File: src/rtl/arb_pkg.sv
// Shared definitions for the four-channel round-robin arbiter: channel count,
// FSM encodings and the rotating priority search.
package arb_pkg;

  localparam int NCH = 4;

  localparam logic [0:0] IDLE  = 1'b0;
  localparam logic [0:0] GRANT = 1'b1;

  typedef struct packed {
    logic       found;
    logic [1:0] idx;
  } pick_t;

  // Walks from last+1 upward with wrap; channels set in excl are never picked.
  function automatic pick_t rr_pick(input logic [NCH-1:0] req,
                                    input logic [1:0]     last,
                                    input logic [NCH-1:0] excl);
    pick_t          p;
    logic [NCH-1:0] cand;
    logic [1:0]     k;
    p    = '0;
    cand = req & ~excl;
    for (int i = 1; i <= NCH; i++) begin
      k = last + 2'(i);
      if (!p.found && cand[k]) begin
        p.found = 1'b1;
        p.idx   = k;
      end
    end
    return p;
  endfunction

endpackage

File: src/rtl/rr_pick4.sv
// Combinational rotating-priority pick over four requests, with an exclusion mask.
module rr_pick4
  import arb_pkg::*;
(
  input  logic [NCH-1:0] req_i,
  input  logic [1:0]     last_i,
  input  logic [NCH-1:0] excl_i,
  output logic [1:0]     idx_o,
  output logic           found_o
);

  pick_t pick;

  always_comb begin
    pick    = rr_pick(req_i, last_i, excl_i);
    idx_o   = pick.idx;
    found_o = pick.found;
  end

endmodule

File: src/rtl/arb4_rr.sv
// Round-robin arbiter for four requesters with a bounded hold time; grants are
// registered one-hot (or all-zero) and feed the 4-to-2 encoder directly.
module arb4_rr
  import arb_pkg::*;
#(
  parameter int MAX_HOLD = 8
) (
  input  logic           clk,
  input  logic           rst,
  input  logic [NCH-1:0] req,
  output logic           gnt1,
  output logic           gnt2,
  output logic           gnt3,
  output logic           gnt4,
  output logic           gnt_vld,
  output logic [1:0]     last
);

  localparam int CW_RAW = $clog2(MAX_HOLD + 1);
  localparam int CW     = (CW_RAW < 1) ? 1 : CW_RAW;
  localparam logic [CW-1:0] MAX_C = CW'(MAX_HOLD);

  logic [0:0]     state_q, state_d;
  logic [NCH-1:0] gnt_q, gnt_d;
  logic           vld_q, vld_d;
  logic [1:0]     last_q, last_d;
  logic [CW-1:0]  cnt_q, cnt_d;

  logic [NCH-1:0] req_c;
  logic [NCH-1:0] cur_oh;
  logic [1:0]     pick_idx, pickx_idx;
  logic           pick_found, pickx_found;
  logic           win_req, others, can_hold;

  // Anything other than a solid 1 (X/Z in simulation) counts as no request.
  always_comb begin
    for (int i = 0; i < NCH; i++) begin
      req_c[i] = (req[i] === 1'b1);
    end
  end

  assign cur_oh = 4'b0001 << last_q;

  rr_pick4 u_pick (
    .req_i   (req_c),
    .last_i  (last_q),
    .excl_i  ({NCH{1'b0}}),
    .idx_o   (pick_idx),
    .found_o (pick_found)
  );

  rr_pick4 u_pick_excl (
    .req_i   (req_c),
    .last_i  (last_q),
    .excl_i  (cur_oh),
    .idx_o   (pickx_idx),
    .found_o (pickx_found)
  );

  assign win_req  = |(req_c & cur_oh);
  assign others   = |(req_c & ~cur_oh);
  assign can_hold = (MAX_HOLD == 0) || (cnt_q < MAX_C) || !others;

  always_comb begin
    state_d = state_q;
    gnt_d   = gnt_q;
    last_d  = last_q;
    cnt_d   = cnt_q;
    case (state_q)
      IDLE: begin
        if (pick_found) begin
          state_d = GRANT;
          gnt_d   = 4'b0001 << pick_idx;
          last_d  = pick_idx;
          cnt_d   = CW'(1);
        end
      end
      default: begin
        if (win_req && can_hold) begin
          if ((MAX_HOLD != 0) && (cnt_q < MAX_C)) begin
            cnt_d = cnt_q + CW'(1);
          end
        end else if (win_req && pickx_found) begin
          // Hold budget spent with someone waiting: hand over, skipping ourselves.
          gnt_d  = 4'b0001 << pickx_idx;
          last_d = pickx_idx;
          cnt_d  = CW'(1);
        end else if (pick_found) begin
          gnt_d  = 4'b0001 << pick_idx;
          last_d = pick_idx;
          cnt_d  = CW'(1);
        end else begin
          state_d = IDLE;
          gnt_d   = '0;
          cnt_d   = '0;
        end
      end
    endcase
    vld_d = |gnt_d;
  end

  always_ff @(posedge clk) begin
    if (rst) begin
      state_q <= IDLE;
      gnt_q   <= '0;
      vld_q   <= 1'b0;
      last_q  <= 2'd3;
      cnt_q   <= '0;
    end else begin
      state_q <= state_d;
      gnt_q   <= gnt_d;
      vld_q   <= vld_d;
      last_q  <= last_d;
      cnt_q   <= cnt_d;
    end
  end

  assign gnt1    = gnt_q[0];
  assign gnt2    = gnt_q[1];
  assign gnt3    = gnt_q[2];
  assign gnt4    = gnt_q[3];
  assign gnt_vld = vld_q;
  assign last    = last_q;

endmodule

File: config.mk
export PLATFORM = sky130hd
export DESIGN_NAME = arb4_rr
export DESIGN_NICKNAME = d
export VERILOG_FILES = /design/src/rtl/arb_pkg.sv /design/src/rtl/rr_pick4.sv /design/src/rtl/arb4_rr.sv
export SDC_FILE = /design/constraint.sdc
export NUM_CORES = 1
export LEC_CHECK = 0
export ABC_AREA = 1
export BUFFER_PORTS_ARGS = -buffer_cell sky130_fd_sc_hd__buf_2
export CORE_MARGIN = 2
export CORE_UTILIZATION = 55
export CTS_CLUSTER_DIAMETER = 80
export DETAILED_ROUTE_END_ITERATION = 10
export PLACE_DENSITY = 0.75
export SYNTH_ARGS = -nofsm -noshare
export SYNTH_HDL_FRONTEND = slang
export SYNTH_SLANG_ARGS = --single-unit
File: constraint.sdc
create_clock -name clk -period 7.3 [get_ports clk]
set_input_delay 1.46 -clock clk [delete_from_list [all_inputs] [get_ports clk]]
set_output_delay 1.46 -clock clk [all_outputs]
set_load 0.05 [all_outputs]
# == Word-level counts from Yosys, hierarchy flattened ==
# Cells that the tools add are included.
# word_totals
reg_bits,12
input_bits,6
output_inout_bits,7
word_cells,90
# op_classes
addsub,4
n_lt_le_gt_ge,5
eq_ne,6
shift,3
n_mux,43
n_bitwise,3
reduce_logical,21
# op_table
cell,n
2-to-1 mux 4 bit,9
2-to-1 mux 3 bit,8
binary-select mux 1 bit (select 2 bit),8
2-to-1 mux 1 bit,14
"< comparator 2 x 3 -> 1 bit, second input constant",4
OR reduction 4 bit,3
"left shift 1 x 2 -> 4 bit, first input constant",3
bitwise AND 4 bit,2
logical AND 1 bit,8
2-to-1 mux 2 bit,4
zero test 1 bit,7
"adder 2 bit, second input constant",2
"adder 4 x 1 -> 4 bit, second input constant",1
"case equality test 1 bit, second input constant",4
"< comparator 4 bit, second input constant",1
NOT 4 bit,1
"inequality test 3 bit, second input constant",1
"adder 2 x 1 -> 2 bit, second input constant",1
"inequality test 2 bit, second input constant",1
AND reduction 2 bit,1
nonzero test 2 bit,1
logical OR 1 bit,1

# == Longest topological paths before layout ==
# Gate-level depths: netlist of the first run.
# logic_depth
depth_word,20
depth_mapped,18
mapped_depth_nobuf,17

# == By module ==
# Synthesis of the first run repeated with hierarchy kept, for this count alone.
# unflattened
cells_unflattened,244
area_unflattened_um2,1383.8
# by_module_without_submodules
mod,n_inst,cells_per_inst,area_each_um2,seq_area_each_um2
arb4_rr,1,126,798.3,240.2
rr_pick4,2,59,292.8,0.0

# == Worst setup path before layout of the first run ==
# No wires, ideal clock.
# synth_timing
path_kind,reg2reg
startpoint,register last_q[0] (netlist: last[0])
endpoint,register vld_q (netlist: gnt_vld)
setup_ns,0.116
arrival_time_ns,2.631
required_ns,7.184
slack_ns,4.553
path_stages_with_launch,17
path_buffers,2
period_less_slack_ns,2.747
cell_sequence,dfxtp_1 inv_2 buf_6 ha_1 buf_6 inv_1 nand3_2 nand2_4 nor2_2 a21oi_4 nand2_1 nor2_2 nor3_1 a21oi_2 nand2_1 nor2_2 a21oi_2
# synth_via
elab_chain_cells,20
word_cells_on_any_way,57
cone_classes,add/sub: 3; shift: 3; mux: 29; bitwise: 3; reduce/logical: 19
# synth_rtl
element,line,rtl
from (decl),arb4_rr.sv:26,"logic [1:0] last_q, last_d;"
from (signal assigned),arb4_rr.sv:113,last_q <= last_d;
branches (longest 18 deep; another with adder 2 x 1 -> 2 bit),--,
2-to-1 mux 4 bit *,arb4_rr.sv:69,case (state_q)
OR reduction 4 bit *,arb4_rr.sv:99,vld_d = |gnt_d;
to (signal assigned),arb4_rr.sv:112,vld_q <= vld_d;
to (decl),arb4_rr.sv:25,"logic vld_q, vld_d;"
# Every way passes the cells marked *. The select of a mux whose other input is x is not followed.
# A chain may end at the register's enable or synchronous reset.

# == Worst setup path in the final report of the first run ==
# Ends and elaborated chain as after synthesis.

==> flow_summary.json, run 1 <==
{
  "first_pass_iters": 5,
  "intPower_mw": 0.317,
  "dp_cells": 261,
  "clock_latency_ps": 270,
  "core_um2": 2430,
  "skew_ps": 2.10,
  "drtIter0Drc": 34,
  "slew_violations": 0,
  "post-route-min-period_ps": 3080,
  "holdWs_ps": 482,
  "grt-ovfl-total": 0,
  "slew_headroom": 0.566,
  "start_util": 0.572,
  "cts_buffers": 3,
  "pwr-share-seq": 0.150,
  "p_total_mw": 0.791,
  "crit_path_start_kind": "register",
  "die_y_um": 54.3,
  "syn_to_final_growth_pct": 6.83,
  "syn_nets": 234,
  "utilization": 0.611,
  "fin_cells": 265,
  "n_fill_cell": 250,
  "layout.nets": 247,
  "fmax_mhz": 325,
  "run_status": "complete, no violations",
  "hpwl_mm": 2.40,
  "synth.yosys.warnings": 0,
  "crit_fanout": 17,
  "io_buffers": 12,
  "drive_gt1_frac": 0.243,
  "peakVddDrop_v": 0.000393,
  "rr_startpoint": "last[0]",
  "cap_viol_max_count": 0,
  "fin_area_um2": 1490,
  "ys_ff_latch": 12,
  "r2r-end": "gnt_vld",
  "pwr-share-comb": 0.783,
  "gp_congestion": 0.845,
  "via_per_inst": 5.38,
  "timing.final.crit_share": 0.422,
  "grt_pass1_vias": 1223,
  "row_count": 18,
  "cts_root_buf": "clkbuf_4",
  "n_antenna_cell": 0,
  "p_leak_nw": 0.769,
  "num_vias": 1425,
  "track_usage": 0.220,
  "finalSetupTns_ps": 0,
  "critPathArrivalTime_ps": 3250,
  "routed_wl_mm": 3.05,
  "grt_max_degree": 18,
  "die_area_um2": 2950,
  "r2r.worst_path.cells": 13,
  "setup_viol": 0,
  "ys_types": 32,
  "path_clk_slew_ps": 80,
  "netSwitchingPower_mw": 0.474,
  "die_x_um": 54.3,
  "cts_sinks": 12,
  "syn_inst": 223,
  "post_cts_buffers": 0,
  "h-tree-depth": 1,
  "crit_path_end_kind": "register",
  "hold_buffers": 0,
  "rsz0062_at_grt": "no",
  "setup.worst_path.start": "last[0]",
  "cts_resized": 0,
  "worst_slew_pin_slew_ps": 650,
  "endpoint": "gnt_vld",
  "setup_slack_ps": 4220,
  "cts_tree": "built",
  "p_clk_frac": 0.067,
  "ys_seq_area_frac": 0.173,
  "placed_cell_area_um2": 1450,
  "holdCritPathClass": "reg2reg",
  "syn_area_per_cell_um2": 6.24,
  "grt_pass1_wl_mm": 4.85,
  "reg2reg_slack_ps": 4220,
  "ios": 13,
  "crit_type": "reg2reg",
  "drt-wirelength-per-cell_um": 11.5,
  "cp_data_required_time_ps": 7470,
  "synth_area_um2": 1390,
  "cts_buffer_depth": 2,
  "drc": 0,
  "place_ws_ps": 4210,
  "powerDensity_nw_per_um2": 532,
  "antenna_found_initial": 0,
  "final-hold-violation-count": 0,
  "swShare": 0.600,
  "drtAntennaViolNets": 0
}
-- Yosys cell counts --
| cell type | instances | share of area |
|---|---|---|
| o21bai_1 | 1 | 0.0054 |
| nand3b_1 | 2 | 0.011 |
| nand2_2 | 14 | 0.063 |
| o21a_1 | 1 | 0.0054 |
| nand4_2 | 1 | 0.0090 |
| a21oi_1 | 11 | 0.040 |
| a21oi_2 | 4 | 0.025 |
| nand4_1 | 7 | 0.031 |
| o21ai_0 | 11 | 0.040 |
| nand3_2 | 6 | 0.043 |
| buf_2 | 1 | 0.0036 |
| nand2_1 | 53 | 0.14 |
| o221ai_1 | 1 | 0.0063 |
| a21boi_1 | 1 | 0.0054 |
| o211ai_1 | 2 | 0.011 |
| nand3_1 | 30 | 0.11 |
| nor3_1 | 1 | 0.0036 |
| ha_1 | 5 | 0.045 |
| clkinv_2 | 1 | 0.0036 |
| a21oi_4 | 1 | 0.012 |
| o211a_1 | 1 | 0.0072 |
| dfxtp_1 | 12 | 0.17 |
| buf_6 | 3 | 0.024 |
| nor2_4 | 1 | 0.0081 |
| nor2_1 | 11 | 0.030 |
| inv_1 | 27 | 0.073 |
| inv_2 | 3 | 0.0081 |
| o21ai_2 | 2 | 0.013 |
| a31oi_1 | 1 | 0.0045 |
| a21boi_2 | 1 | 0.0081 |
| nand2_4 | 2 | 0.016 |
| nor2_2 | 5 | 0.022 |
-- critical path: stages (launching register included) --
cell and delay (ps):
dfxtp_1 740, inv_2 320, ha_1 490, inv_1 230, nand3_2 160, nand2_4 120
nor2_2 50, a21oi_4 120, nand3_1 170, nand3_1 110, a21boi_1 200, nand2_1 70
nor2_1 120, a21oi_2 70
-- layout by cell type, fill, tap and decap left out, types with 2 or more instances in the layout --
cell / Yosys / layout
nand3_2: 6 / 6
dfxtp_1: 12 / 12
clkbuf_4: 0 / 3
nand4_1: 7 / 7
inv_1: 27 / 27
o21ai_2: 2 / 2
a21oi_2: 4 / 4
a21oi_1: 11 / 11
inv_2: 3 / 3
nand2_2: 14 / 14
ha_1: 5 / 5
nand3_1: 30 / 30
o21ai_0: 11 / 11
nand3b_1: 2 / 2
nand2_1: 53 / 53
nand2_4: 2 / 2
nor2_2: 5 / 5
buf_2: 1 / 12
o211ai_1: 2 / 2
nor2_1: 11 / 11
-- cell families (layout without fill, tap and decap cells) --
family	after synthesis	in the layout	synth area share
adder cells (fa/ha/maj)	5	5	0.0450
buffers and inverters	35	47	0.112
AO/OA/AOI/OAI	38	38	0.182
flip-flops	12	12	0.173
AND/OR/NAND/NOR	133	133	0.488
-- power by group through the flow --
stage,registers [mW],logic (mW),clock network [mW]
after floorplan,0.155,0.495,0
after global placement,0.119,0.613,0
after detailed placement,0.120,0.617,0
after CTS,0.118,0.620,0.0543
after global routing,0.121,0.695,0.0561
final,0.119,0.619,0.0528
-- cell type report --
type / instances / area (um^2) / area share
Multi-Input combinational cell: 176 / 995 / 0.669
Sequential cell: 12 / 240 / 0.162
Inverter: 31 / 118 / 0.0791
Timing Repair Buffer: 12 / 60.1 / 0.0404
Tap cell: 30 / 37.5 / 0.0253
Clock buffer: 4 / 36.3 / 0.0244
-- per-layer routing --
| metal | wire length, um | vias to the layer above | GRT usage |
|---|---|---|---|
| li1 | - | 762 | - |
| met1 | 1410 | 637 | 0.254 |
| met2 | 1530 | 22 | 0.432 |
| met3 | 81 | 4 | 0.00820 |
| met4 | 34 | 0 | 0.0625 |
| met5 | 0 | - | 0 |
-- sequential cells by signal, summed over array words and instances, names as in the netlist --
signal / cells
cnt_q: 4
gnt_q: 4
gnt_vld: 1
last: 2
state_q: 1
-- worst min-delay path by stage --
| stage | startpoint | cells after the start | slack (ps) | endpoint |
|---|---|---|---|---|
| floorplan | cnt_q[2] | 2 | 450 | cnt_q[2] |
| global placement | cnt_q[2] | 2 | 460 | cnt_q[2] |
| detailed placement | cnt_q[2] | 2 | 470 | cnt_q[2] |
| CTS | cnt_q[2] | 2 | 480 | cnt_q[2] |
| global route | cnt_q[2] | 2 | 520 | cnt_q[3] |
| finish | cnt_q[2] | 2 | 480 | cnt_q[2] |
Note: power is estimated with default switching activity, not from simulation.
==> run 2: changes to the inputs <==
--- a/config.mk
+++ b/config.mk
@@ -5,7 +5,7 @@
 export SDC_FILE = /design/constraint.sdc
 export NUM_CORES = 1
 export LEC_CHECK = 0
-export ABC_AREA = 1
+export ABC_AREA = 0
 export BUFFER_PORTS_ARGS = -buffer_cell sky130_fd_sc_hd__buf_2
 export CORE_MARGIN = 2
 export CORE_UTILIZATION = 55
==> constraint.sdc (replaced) <==
create_clock -name clk -period 3.1 [get_ports clk]
set_input_delay 0.62 -clock clk [delete_from_list [all_inputs] [get_ports clk]]
set_output_delay 0.62 -clock clk [all_outputs]
set_load 0.05 [all_outputs]
==> flow_summary.json, run 2 <==
{
  "synth_ff_type": "dfxtp_1",
  "n_fill_cell": 203,
  "ys_types": 50,
  "rsz0062_at_grt": "no",
  "cts_root_buf": "clkbuf_4",
  "gp_congestion": 0.932,
  "async_reset_ff_frac": 0,
  "track_usage": 0.265,
  "routed_wl_mm": 3.08,
  "drt-wirelength-per-cell_um": 15.9,
  "h-tree-depth": 1,
  "syn_nets": 163,
  "finalSetupTns_ps": 0,
  "slew_headroom": 0.633,
  "cts_buffers": 3,
  "multiInputGateArea_um2": 928,
  "hpwl_mm": 2.35,
  "syn_area_per_cell_um2": 8.14,
  "slew_violations": 0,
  "drtIter0Drc": 47,
  "utilization": 0.631,
  "cap_viol_max_count": 0,
  "min-delay-start": "cnt_q[1]",
  "rr_startpoint": "last[0]",
  "crit_path_start_kind": "register",
  "crit_type": "reg2reg",
  "holdCritPathClass": "reg2reg",
  "crit_fanout": 6,
  "synth_area_um2": 1240,
  "run_status": "complete, no violations",
  "synth_top_area_frac": 0.194,
  "n_antenna_cell": 0,
  "syn_to_final_growth_pct": 10.7,
  "crit_family": "compound AO/OA/AOI/OAI gates",
  "synth_area_leaders": "dfxtp_1 19%, mux4_2 7.3%, mux2i_1 5.7%, ha_1 5.1%, nor2_1 4.9%",
  "synth.yosys.warnings": 0,
  "clock_latency_ps": 270,
  "num_vias": 1271,
  "p_total_mw": 1.59,
  "ys_seq_area_frac": 0.194,
  "synth-edff-count": 0,
  "worst_slew_pin_slew_ps": 547,
  "ios": 13,
  "grt_pass1_vias": 1152,
  "setup_viol": 0,
  "post_cts_buffers": 0,
  "cp_data_required_time_ps": 3290,
  "crit_buf_inv": 1,
  "syn_inst": 152,
  "fmax_mhz": 373,
  "cts_buffer_depth": 2,
  "grt-ovfl-total": 0,
  "die_x_um": 51.4,
  "hold_path_depth": 2,
  "ys_ff_latch": 12,
  "drc": 0,
  "cts_tree": "built",
  "critPathArrivalTime_ps": 2870,
  "synth_top_area_cell": "dfxtp_1",
  "drtAntennaViolNets": 0,
  "die_area_um2": 2650,
  "most-common-layout-cells": "16 x nor2_1, 14 x nand2_1, 12 x buf_2, 10 x dfxtp_1",
  "hold_buffers": 0,
  "synth.top_cells.by_count": "16 x nor2_1, 14 x nand2_1, 12 x dfxtp_1, 7 x mux2i_1",
  "cts_resized": 0,
  "post-route-min-period_ps": 2680,
  "p_leak_nw": 0.578,
  "path_depth": 9,
  "crit_path_end_kind": "register",
  "grt_pass1_wl_mm": 5.38,
  "die_y_um": 51.4,
  "grt_max_degree": 19,
  "first_pass_iters": 4,
  "crit_chain": "inv_1 > ha_1 > mux4_2 > or2_4 > a221o_1 > a32o_2 > a2111oi_4 > o22ai_2 > a41oi_2",
  "setup.worst_path.start": "last[0]",
  "reg2reg_slack_ps": 420,
  "final-hold-violation-count": 0,
  "layout_commonest_cell": "nor2_1",
  "start_util": 0.570,
  "powerDensity_nw_per_um2": 1160,
  "via_per_inst": 6.55,
  "drive_gt1_frac": 0.211,
  "synthMostInstantiatedCell": "nor2_1",
  "skew_ps": 13.4,
  "cts_sinks": 12,
  "antenna_found_initial": 0,
  "peakVddDrop_v": 0.000614,
  "critPathSlowestCell": "ha_1",
  "cp_slowest_stage_delay_ps": 380,
  "layout.nets": 178,
  "core_um2": 2170,
  "io_buffers": 12,
  "path_clk_slew_ps": 80,
  "row_count": 17,
  "r2r.worst_path.cells": 9,
  "holdWs_ps": 484,
  "timing.final.crit_share": 0.864,
  "regArea_um2": 245
}
run 2: cell count changes after synthesis, sizes merged, moves of 4 or more:
cell	previous run	this run
nand2	69	14
nand4	8	1
a21oi	16	6
inv	30	6
mux2i	0	7
nor2b	0	6
a22oi	0	4
nand3	36	3
mux4	0	4
o21ai	13	6
run 2: final timing paths:
path         endpoint
max           gnt_vld
min          cnt_q[1]
max reg2reg   gnt_vld
min reg2reg  cnt_q[1]
run 2: cell families (layout without fill, tap and decap cells):
family	count (synthesis)	count (layout)	share of synthesized area
buffers and inverters	15	29	0.0556
adder cells (fa/ha/maj)	5	5	0.0506
AO/OA/AOI/OAI	51	51	0.330
AND/OR/NAND/NOR	57	57	0.232
flip-flops	12	12	0.194
multiplexers	12	12	0.139
run 2: where the power goes:
part           switching [mW]  internal, mW
combinational           0.763         0.488
clock                  0.0464        0.0497
sequential             0.0373         0.209
total                   0.846         0.746
run 2: metrics by stage:
stage / std cells / worst slack [ps] / area [um^2]
floorplan: 152 / 21.4 / 1240
global route: 194 / 251 / 1370
CTS: 194 / 435 / 1370
detailed placement: 190 / 275 / 1340
global placement: 190 / 329 / 1340
finish: 194 / 420 / 1370
run 2: tightest hold or removal path: cells and delay by family, from the launching register on:
kind | cells | cell delay, ps
compound gates | 1 | 50
simple gates | 1 | 60
flops | 1 | 330
run 2: cell type report:
class                      count  share of cell area
sequential                    12               0.179
multi-input combinational    125               0.678
tap                           28              0.0256
timing repair buffer          19              0.0822
clock buffer                   4              0.0192
inverter                       6              0.0164
run 2: routing by layer:
layer  wire length, um  track usage  up-vias
li1                  -            -      609
met1              1350        0.354      613
met2              1550        0.457       45
met3               156       0.0351        4
met4                21       0.0482        0
met5                 0            0        -
